`src/rtl/hub75_bram_fetcher_if.sv`:
```
// Signal bundle between the scan controller, the BRAM read port and the HUB75 shift-out
// stage, seen from the fetcher (slave) and from its surroundings (master).
interface hub75_bram_fetcher_if #(
    parameter int LINE_W  = 5,
    parameter int COLOR_W = 3,
    parameter int ADDR_W  = 8,
    parameter int DATA_W  = 64
);
    // Handshakes: a beat transfers on a rising edge where valid and ready are both high;
    // once valid is raised the payload stays stable and valid stays high until that edge.
    logic              req_valid;
    logic [LINE_W-1:0] req_line;
    logic              req_ready;

    logic              bram_en;
    logic [ADDR_W-1:0] bram_addr;
    logic [DATA_W-1:0] bram_data;

    logic               out_valid;
    logic               out_ready;
    logic [DATA_W-1:0]  out_data;
    logic [COLOR_W-1:0] out_color;
    logic               out_last;
    logic               busy;

    modport master (
        output req_valid, req_line, bram_data, out_ready,
        input  req_ready, bram_en, bram_addr, out_valid, out_data, out_color, out_last, busy
    );

    modport slave (
        input  req_valid, req_line, bram_data, out_ready,
        output req_ready, bram_en, bram_addr, out_valid, out_data, out_color, out_last, busy
    );
endinterface

```
`src/rtl/hub75_bram_fetcher.sv`:
```
// Walks every bit-plane of one requested HUB75 line, reads it from BRAM and streams the
// border-masked words out. Define HUB75_DEAD_READ_EN for legacy blank-word reads on dead planes.
module hub75_bram_fetcher #(
    parameter int LINES        = 32,
    parameter int COLORS       = 6,
    parameter int PLANE_STRIDE = 64,
    parameter int HALF_OFFSET  = 32,
    parameter int DEAD_TOP     = LINES - 1,
    parameter int DEAD_BOT     = LINES - 2,
    parameter int ADDR_W       = 8,
    parameter logic [ADDR_W-1:0] DEAD_ADDR = 8'hFF,
    parameter int DATA_W       = 64,
    parameter int BORDER_W     = 2,
    parameter int BRAM_LAT     = 1
) (
    input  logic                  clk,
    input  logic                  rst,
    hub75_bram_fetcher_if.slave   bus,
    output logic [1:0]            dbg_state
);
    localparam int LINE_W  = $clog2(LINES);
    localparam int COLOR_W = $clog2(COLORS);
    localparam int HALF    = COLORS / 2;
    localparam int CNT_W   = $clog2(BRAM_LAT + 1);
    localparam logic [DATA_W-1:0] KEEP_MASK = {{BORDER_W{1'b0}}, {(DATA_W-BORDER_W){1'b1}}};

    typedef enum logic [1:0] {IDLE = 2'd0, ISSUE = 2'd1, WAIT = 2'd2, HOLD = 2'd3} state_t;

    state_t             state_q, state_d;
    logic [LINE_W-1:0]  line_q, line_d;
    logic [COLOR_W-1:0] color_q, color_d;
    logic [CNT_W-1:0]   cnt_q, cnt_d;
    logic [ADDR_W-1:0]  addr_q;
    logic [DATA_W-1:0]  data_q, data_d;
    logic               last_q, last_d;

    logic               upper;
    int                 plane_idx;
    logic [LINE_W-1:0]  line_next;
    logic               dead;
    logic               plane_reads;
    logic               is_last;
    logic               issue_en;
    logic [ADDR_W-1:0]  map_addr;
    logic [ADDR_W-1:0]  issue_addr;

    // Plane geometry for the current (line, colour): address mapping and dead-line test.
    always_comb begin
        upper      = int'(color_q) >= HALF;
        plane_idx  = upper ? int'(color_q) - HALF : int'(color_q);
        line_next  = line_q + LINE_W'(1);
        map_addr   = ADDR_W'(plane_idx * PLANE_STRIDE + (upper ? HALF_OFFSET : 0) + int'(line_next));
        dead       = upper ? (line_q == LINE_W'(DEAD_BOT)) : (line_q == LINE_W'(DEAD_TOP));
        issue_addr = dead ? DEAD_ADDR : map_addr;
        is_last    = (color_q == COLOR_W'(COLORS - 1));
`ifdef HUB75_DEAD_READ_EN
        plane_reads = 1'b1;
`else
        plane_reads = !dead;
`endif
    end

    always_comb begin
        state_d  = state_q;
        line_d   = line_q;
        color_d  = color_q;
        cnt_d    = cnt_q;
        data_d   = data_q;
        last_d   = last_q;
        issue_en = 1'b0;
        unique case (state_q)
            IDLE: begin
                if (bus.req_valid) begin
                    line_d  = bus.req_line;
                    color_d = '0;
                    last_d  = 1'b0;
                    state_d = ISSUE;
                end
            end
            ISSUE: begin
                if (plane_reads) begin
                    issue_en = 1'b1;
                    cnt_d    = CNT_W'(BRAM_LAT);
                    state_d  = WAIT;
                end else begin
                    // Dead plane without a read: blank word generated locally.
                    data_d  = '0;
                    last_d  = is_last;
                    state_d = HOLD;
                end
            end
            WAIT: begin
                if (cnt_q == CNT_W'(1)) begin
                    data_d  = (bus.bram_data >> 1) & KEEP_MASK;
                    last_d  = is_last;
                    state_d = HOLD;
                end else begin
                    cnt_d = cnt_q - CNT_W'(1);
                end
            end
            HOLD: begin
                if (bus.out_ready) begin
                    if (is_last) begin
                        state_d = IDLE;
                    end else begin
                        color_d = color_q + COLOR_W'(1);
                        state_d = ISSUE;
                    end
                end
            end
        endcase
    end

    always_ff @(posedge clk or posedge rst) begin
        if (rst) begin
            state_q <= IDLE;
            line_q  <= '0;
            color_q <= '0;
            cnt_q   <= '0;
            addr_q  <= '0;
            data_q  <= '0;
            last_q  <= 1'b0;
        end else begin
            state_q <= state_d;
            line_q  <= line_d;
            color_q <= color_d;
            cnt_q   <= cnt_d;
            addr_q  <= bus.bram_addr;
            data_q  <= data_d;
            last_q  <= last_d;
        end
    end

    // The address port keeps its previous value between reads.
    assign bus.bram_en   = issue_en;
    assign bus.bram_addr = issue_en ? issue_addr : addr_q;
    assign bus.req_ready = (state_q == IDLE);
    assign bus.busy      = (state_q != IDLE);
    assign bus.out_valid = (state_q == HOLD);
    assign bus.out_data  = data_q;
    assign bus.out_color = color_q;
    assign bus.out_last  = last_q;
    assign dbg_state     = state_q;
endmodule

```
`src/flat_wrapper.sv`:
```
// flat-port wrapper written by rule: the top's interface ports become plain ports
module hub75_bram_fetcher_flat 
#(
    parameter int LINES        = 32,
    parameter int COLORS       = 6,
    parameter int PLANE_STRIDE = 64,
    parameter int HALF_OFFSET  = 32,
    parameter int DEAD_TOP     = LINES - 1,
    parameter int DEAD_BOT     = LINES - 2,
    parameter int ADDR_W       = 8,
    parameter logic [ADDR_W-1:0] DEAD_ADDR = 8'hFF,
    parameter int DATA_W       = 64,
    parameter int BORDER_W     = 2,
    parameter int BRAM_LAT     = 1
)
  (clk, rst, dbg_state, bus_req_valid, bus_req_line, bus_bram_data, bus_out_ready, bus_req_ready, bus_bram_en, bus_bram_addr, bus_out_valid, bus_out_data, bus_out_color, bus_out_last, bus_busy);
  hub75_bram_fetcher_if #(.ADDR_W(ADDR_W), .DATA_W(DATA_W)) bus_i ();
  input  logic clk;
  input  logic rst;
  output logic [1:0] dbg_state;
  input wire logic [$bits(bus_i.req_valid)-1:0] bus_req_valid;
  input wire logic [$bits(bus_i.req_line)-1:0] bus_req_line;
  input wire logic [$bits(bus_i.bram_data)-1:0] bus_bram_data;
  input wire logic [$bits(bus_i.out_ready)-1:0] bus_out_ready;
  output wire logic [$bits(bus_i.req_ready)-1:0] bus_req_ready;
  output wire logic [$bits(bus_i.bram_en)-1:0] bus_bram_en;
  output wire logic [$bits(bus_i.bram_addr)-1:0] bus_bram_addr;
  output wire logic [$bits(bus_i.out_valid)-1:0] bus_out_valid;
  output wire logic [$bits(bus_i.out_data)-1:0] bus_out_data;
  output wire logic [$bits(bus_i.out_color)-1:0] bus_out_color;
  output wire logic [$bits(bus_i.out_last)-1:0] bus_out_last;
  output wire logic [$bits(bus_i.busy)-1:0] bus_busy;
  assign bus_i.req_valid = bus_req_valid;
  assign bus_i.req_line = bus_req_line;
  assign bus_i.bram_data = bus_bram_data;
  assign bus_i.out_ready = bus_out_ready;
  assign bus_req_ready = bus_i.req_ready;
  assign bus_bram_en = bus_i.bram_en;
  assign bus_bram_addr = bus_i.bram_addr;
  assign bus_out_valid = bus_i.out_valid;
  assign bus_out_data = bus_i.out_data;
  assign bus_out_color = bus_i.out_color;
  assign bus_out_last = bus_i.out_last;
  assign bus_busy = bus_i.busy;
  hub75_bram_fetcher #(.LINES(LINES), .COLORS(COLORS), .PLANE_STRIDE(PLANE_STRIDE), .HALF_OFFSET(HALF_OFFSET), .DEAD_TOP(DEAD_TOP), .DEAD_BOT(DEAD_BOT), .ADDR_W(ADDR_W), .DEAD_ADDR(DEAD_ADDR), .DATA_W(DATA_W), .BORDER_W(BORDER_W), .BRAM_LAT(BRAM_LAT)) u_core (.clk(clk), .rst(rst), .bus(bus_i), .dbg_state(dbg_state));
endmodule
```
`config.mk`:
```
export PLATFORM = sky130hd
export DESIGN_NAME = hub75_bram_fetcher_flat
export DESIGN_NICKNAME = d
export VERILOG_FILES = /design/src/rtl/hub75_bram_fetcher_if.sv /design/src/rtl/hub75_bram_fetcher.sv /design/src/flat_wrapper.sv
export SDC_FILE = /design/constraint.sdc
export NUM_CORES = 1
export LEC_CHECK = 0
export CAP_MARGIN = 40
export CORE_ASPECT_RATIO = 0.9
export CORE_MARGIN = 2
export CORE_UTILIZATION = 35
export DETAILED_ROUTE_END_ITERATION = 8
export GPL_TIMING_DRIVEN = 0
export PLACE_DENSITY = 0.7
export RECOVER_POWER = 50
export SYNTH_ARGS = -nofsm -noshare
export SYNTH_HDL_FRONTEND = slang
export SYNTH_SLANG_ARGS = --single-unit
```
`constraint.sdc`:
```
create_clock -name clk -period 9.9 [get_ports clk]
set_clock_uncertainty 0.2 [all_clocks]
set_input_delay 2.97 -clock clk [delete_from_list [all_inputs] [get_ports clk]]
set_output_delay 2.97 -clock clk [all_outputs]
set_load 0.05 [all_outputs]
```
==> results.tsv <==
metric	value	unit
status	finished, violations left	
violations	capacitance limit, slew limit	
syn_inst	377	
die_area	0.01210	mm^2
wl_per_cell	13.32	um
die_y	104.6	um
antenna_found_initial	0	
fp.coreArea	0.01090	mm^2
dr.pass1.iters	4	
rows	36	
synth_ff_type	dfrtp_1	
synth.distinct_cells	35	
antenna_cells	0	
track_usage	15.94	%
area_growth	49.36	%
final.setup.worst_slack	2.781	ns
synth-seq-area-share	52.16	%
clk_pin_slew	0.06	ns
worstSetupPathType	register to output pin	
ioPinCount	155	
crit_top_cell	ha_1	
drv_cap	2	
cp_max_fo	10	
first_global_vias	3087	
cts_resized	0	
period_needed	7.119	ns
die_x	115.8	um
fmax	140.5	MHz
fin_crit_sh	71.91	%
numClockSinks	82	
drt-initial-drc-count	142	
synth-edff-count	0	
postCtsSetupBuffers	0	
via_per_inst	4.426	
power.total	2319	uW
end_kind	output pin	
ys_ff_latch	82	
tightestPinTransition	2.251	ns
path_buf_inv	1	
cts.htree.levels	3	
port-buffer-count	150	
fin_tns_setup	0	ns
syn_area	0.003934	mm^2
cp_top_family	compound AO/OA/AOI/OAI gates	
synth_area_leader_cell	dfrtp_1	
drv_slew	85	
slew_headroom	-50.09	%
cp-start-kind	register	
final_nets	621	
rsz0062_at_grt	no	
path_cells	ha_1, ha_1, a211oi_1, xnor2_1, o21ai_0, mux2i_1, clkdlybuf4s50_1	
setup_viol	0	
grt_overflow_total	0	
dp_hpwl	6900	um
clockBufferDepth	2	
drt.antenna.violating_nets	0	
route.detailed.drc	0	
wirelength	9285	um
powerDensity	394.7	mW/mm^2
tritoncts	yes	
worstPathArrival	3.95	ns
hold_viol_final	0	
power.leakage	0.002793	uW
yosys.area.top_type_share	52.16	%
slowest_stage	clkdlybuf4s50_1	
synth_common_cells	82 x dfrtp_1, 73 x inv_1, 67 x nand2_1	
cp.required	6.73	ns
grt_pass1_wl	15170	um
gp_congestion	0.8005	
postSynthAreaPerCell	10.43	um^2
holdCritPathClass	register to register	
grt_max_degree	43	
async_reset_ff_share	100.0	%
ys_warn_count	0	
clock_latency	0.34	ns
vdd_drop_max	0.0002297	V
cts_made_buffers	9	
vias	3085	
drive_gt1_share	6.055	%
cts_hold_buf	0	
ys_top_cells_by_area	dfrtp_1 52%, mux2i_1 16%, inv_1 7.0%	
pre_cts_slack	3.886	ns
root_buffer	clkbuf_16	
critPathMaxStageDelay	0.84	ns
yosysMostFrequentCell	dfrtp_1	
start_util	36.09	%
[registers in the layout, summed over array words and instances (netlist names)]
signal,flops
u_core.dbg_state,2
u_core.line_q,5
u_core.bus.out_data,62
u_core.bus.out_color,3
u_core.addr_q,8
u_core.cnt_q,1
u_core.bus.out_last,1
[logic make-up after synthesis]
logic type	after synthesis	share of synthesized area, %
AOI/OAI and AO/OA	25	4.803
xor gates and xnor gates	4	1.082
other	1	0.09533
muxes	74	19.15
DFF	82	52.16
and+or+nand+nor	92	9.860
buffers and inverters	91	10.31
adders and majority gates	8	2.545
[metal layers]
metal | global-route usage (%) | up-vias | share of wire, % | wire, um
met5 | 0 | - | 0 | 0
met2 | 24.64 | 105 | 47 | 4324
li1 | - | 1514 | - | -
met1 | 20.67 | 1451 | 45 | 4137
met3 | 4.872 | 15 | 6.8 | 629
met4 | 6.633 | 0 | 2.1 | 193
[final timing paths]
path	depth (start not counted)	end	from	slack [ns]
worst max-delay path	7	bus_bram_addr[7]	u_core.bus.out_color[0]	2.78
worst min-delay path	1	u_core.cnt_q	u_core.cnt_q	0.28
worst max register to register	6	u_core.addr_q[2]	u_core.bus.out_color[0]	6.71
worst min register to register	1	u_core.cnt_q	u_core.cnt_q	0.28
max in group asynchronous	3	u_core.bus.out_data[3]	rst	3.41
min in group asynchronous	2	u_core.bus.out_data[54]	rst	3.34
[placed cells by master, fill, tap and decap left out, types with 4 or more instances in the layout]
cell	n
a21oi_1	5
clkdlybuf4s50_1	87
dfrtp_1	82
mux2_2	6
mux2_1	4
nand2_1	67
clkbuf_1	10
buf_6	7
nand3_1	9
inv_1	72
clkbuf_16	9
o21ai_0	7
dlygate4sd3_1	63
mux2i_1	64
ha_1	8
[through the flow]
| step | util, % | instances | instance area (um^2) | hold slack (ns) |
|---|---|---|---|---|
| 3_3_place_gp | 51.64 | 680 | 5629 | 0.2628 |
| 2_1_floorplan | - | 378 | 3938 | 0.2439 |
| 5_1_grt | 53.90 | 697 | 5876 | 0.3095 |
| 6_report | 53.90 | 697 | 5876 | 0.2825 |
| 4_1_cts | 54.42 | 697 | 5932 | 0.2807 |
| 3_5_place_dp | 51.92 | 681 | 5659 | 0.2633 |
[layout make-up]
| cell class | count | area [um^2] |
|---|---|---|
| Buffer | 18 | 131.4 |
| Clock buffer | 11 | 242.7 |
| Clock inverter | 5 | 30.03 |
| Fill cell | 1025 | 5025 |
| Inverter | 73 | 275.3 |
| Multi-Input combinational cell | 205 | 1449 |
| Sequential cell | 82 | 2052 |
| Tap cell | 152 | 190.2 |
| Timing Repair Buffer | 151 | 1505 |
[report_power, final]
| group | total, uW | leakage (uW) | internal, uW | switching [uW] |
|---|---|---|---|---|
| Sequential | 558 | 0.00108 | 473 | 85.0 |
| Combinational | 1450 | 0.00158 | 538 | 917 |
| Clock | 307 | 0.000131 | 175 | 131 |
Power figures use the tool's default switching activity.
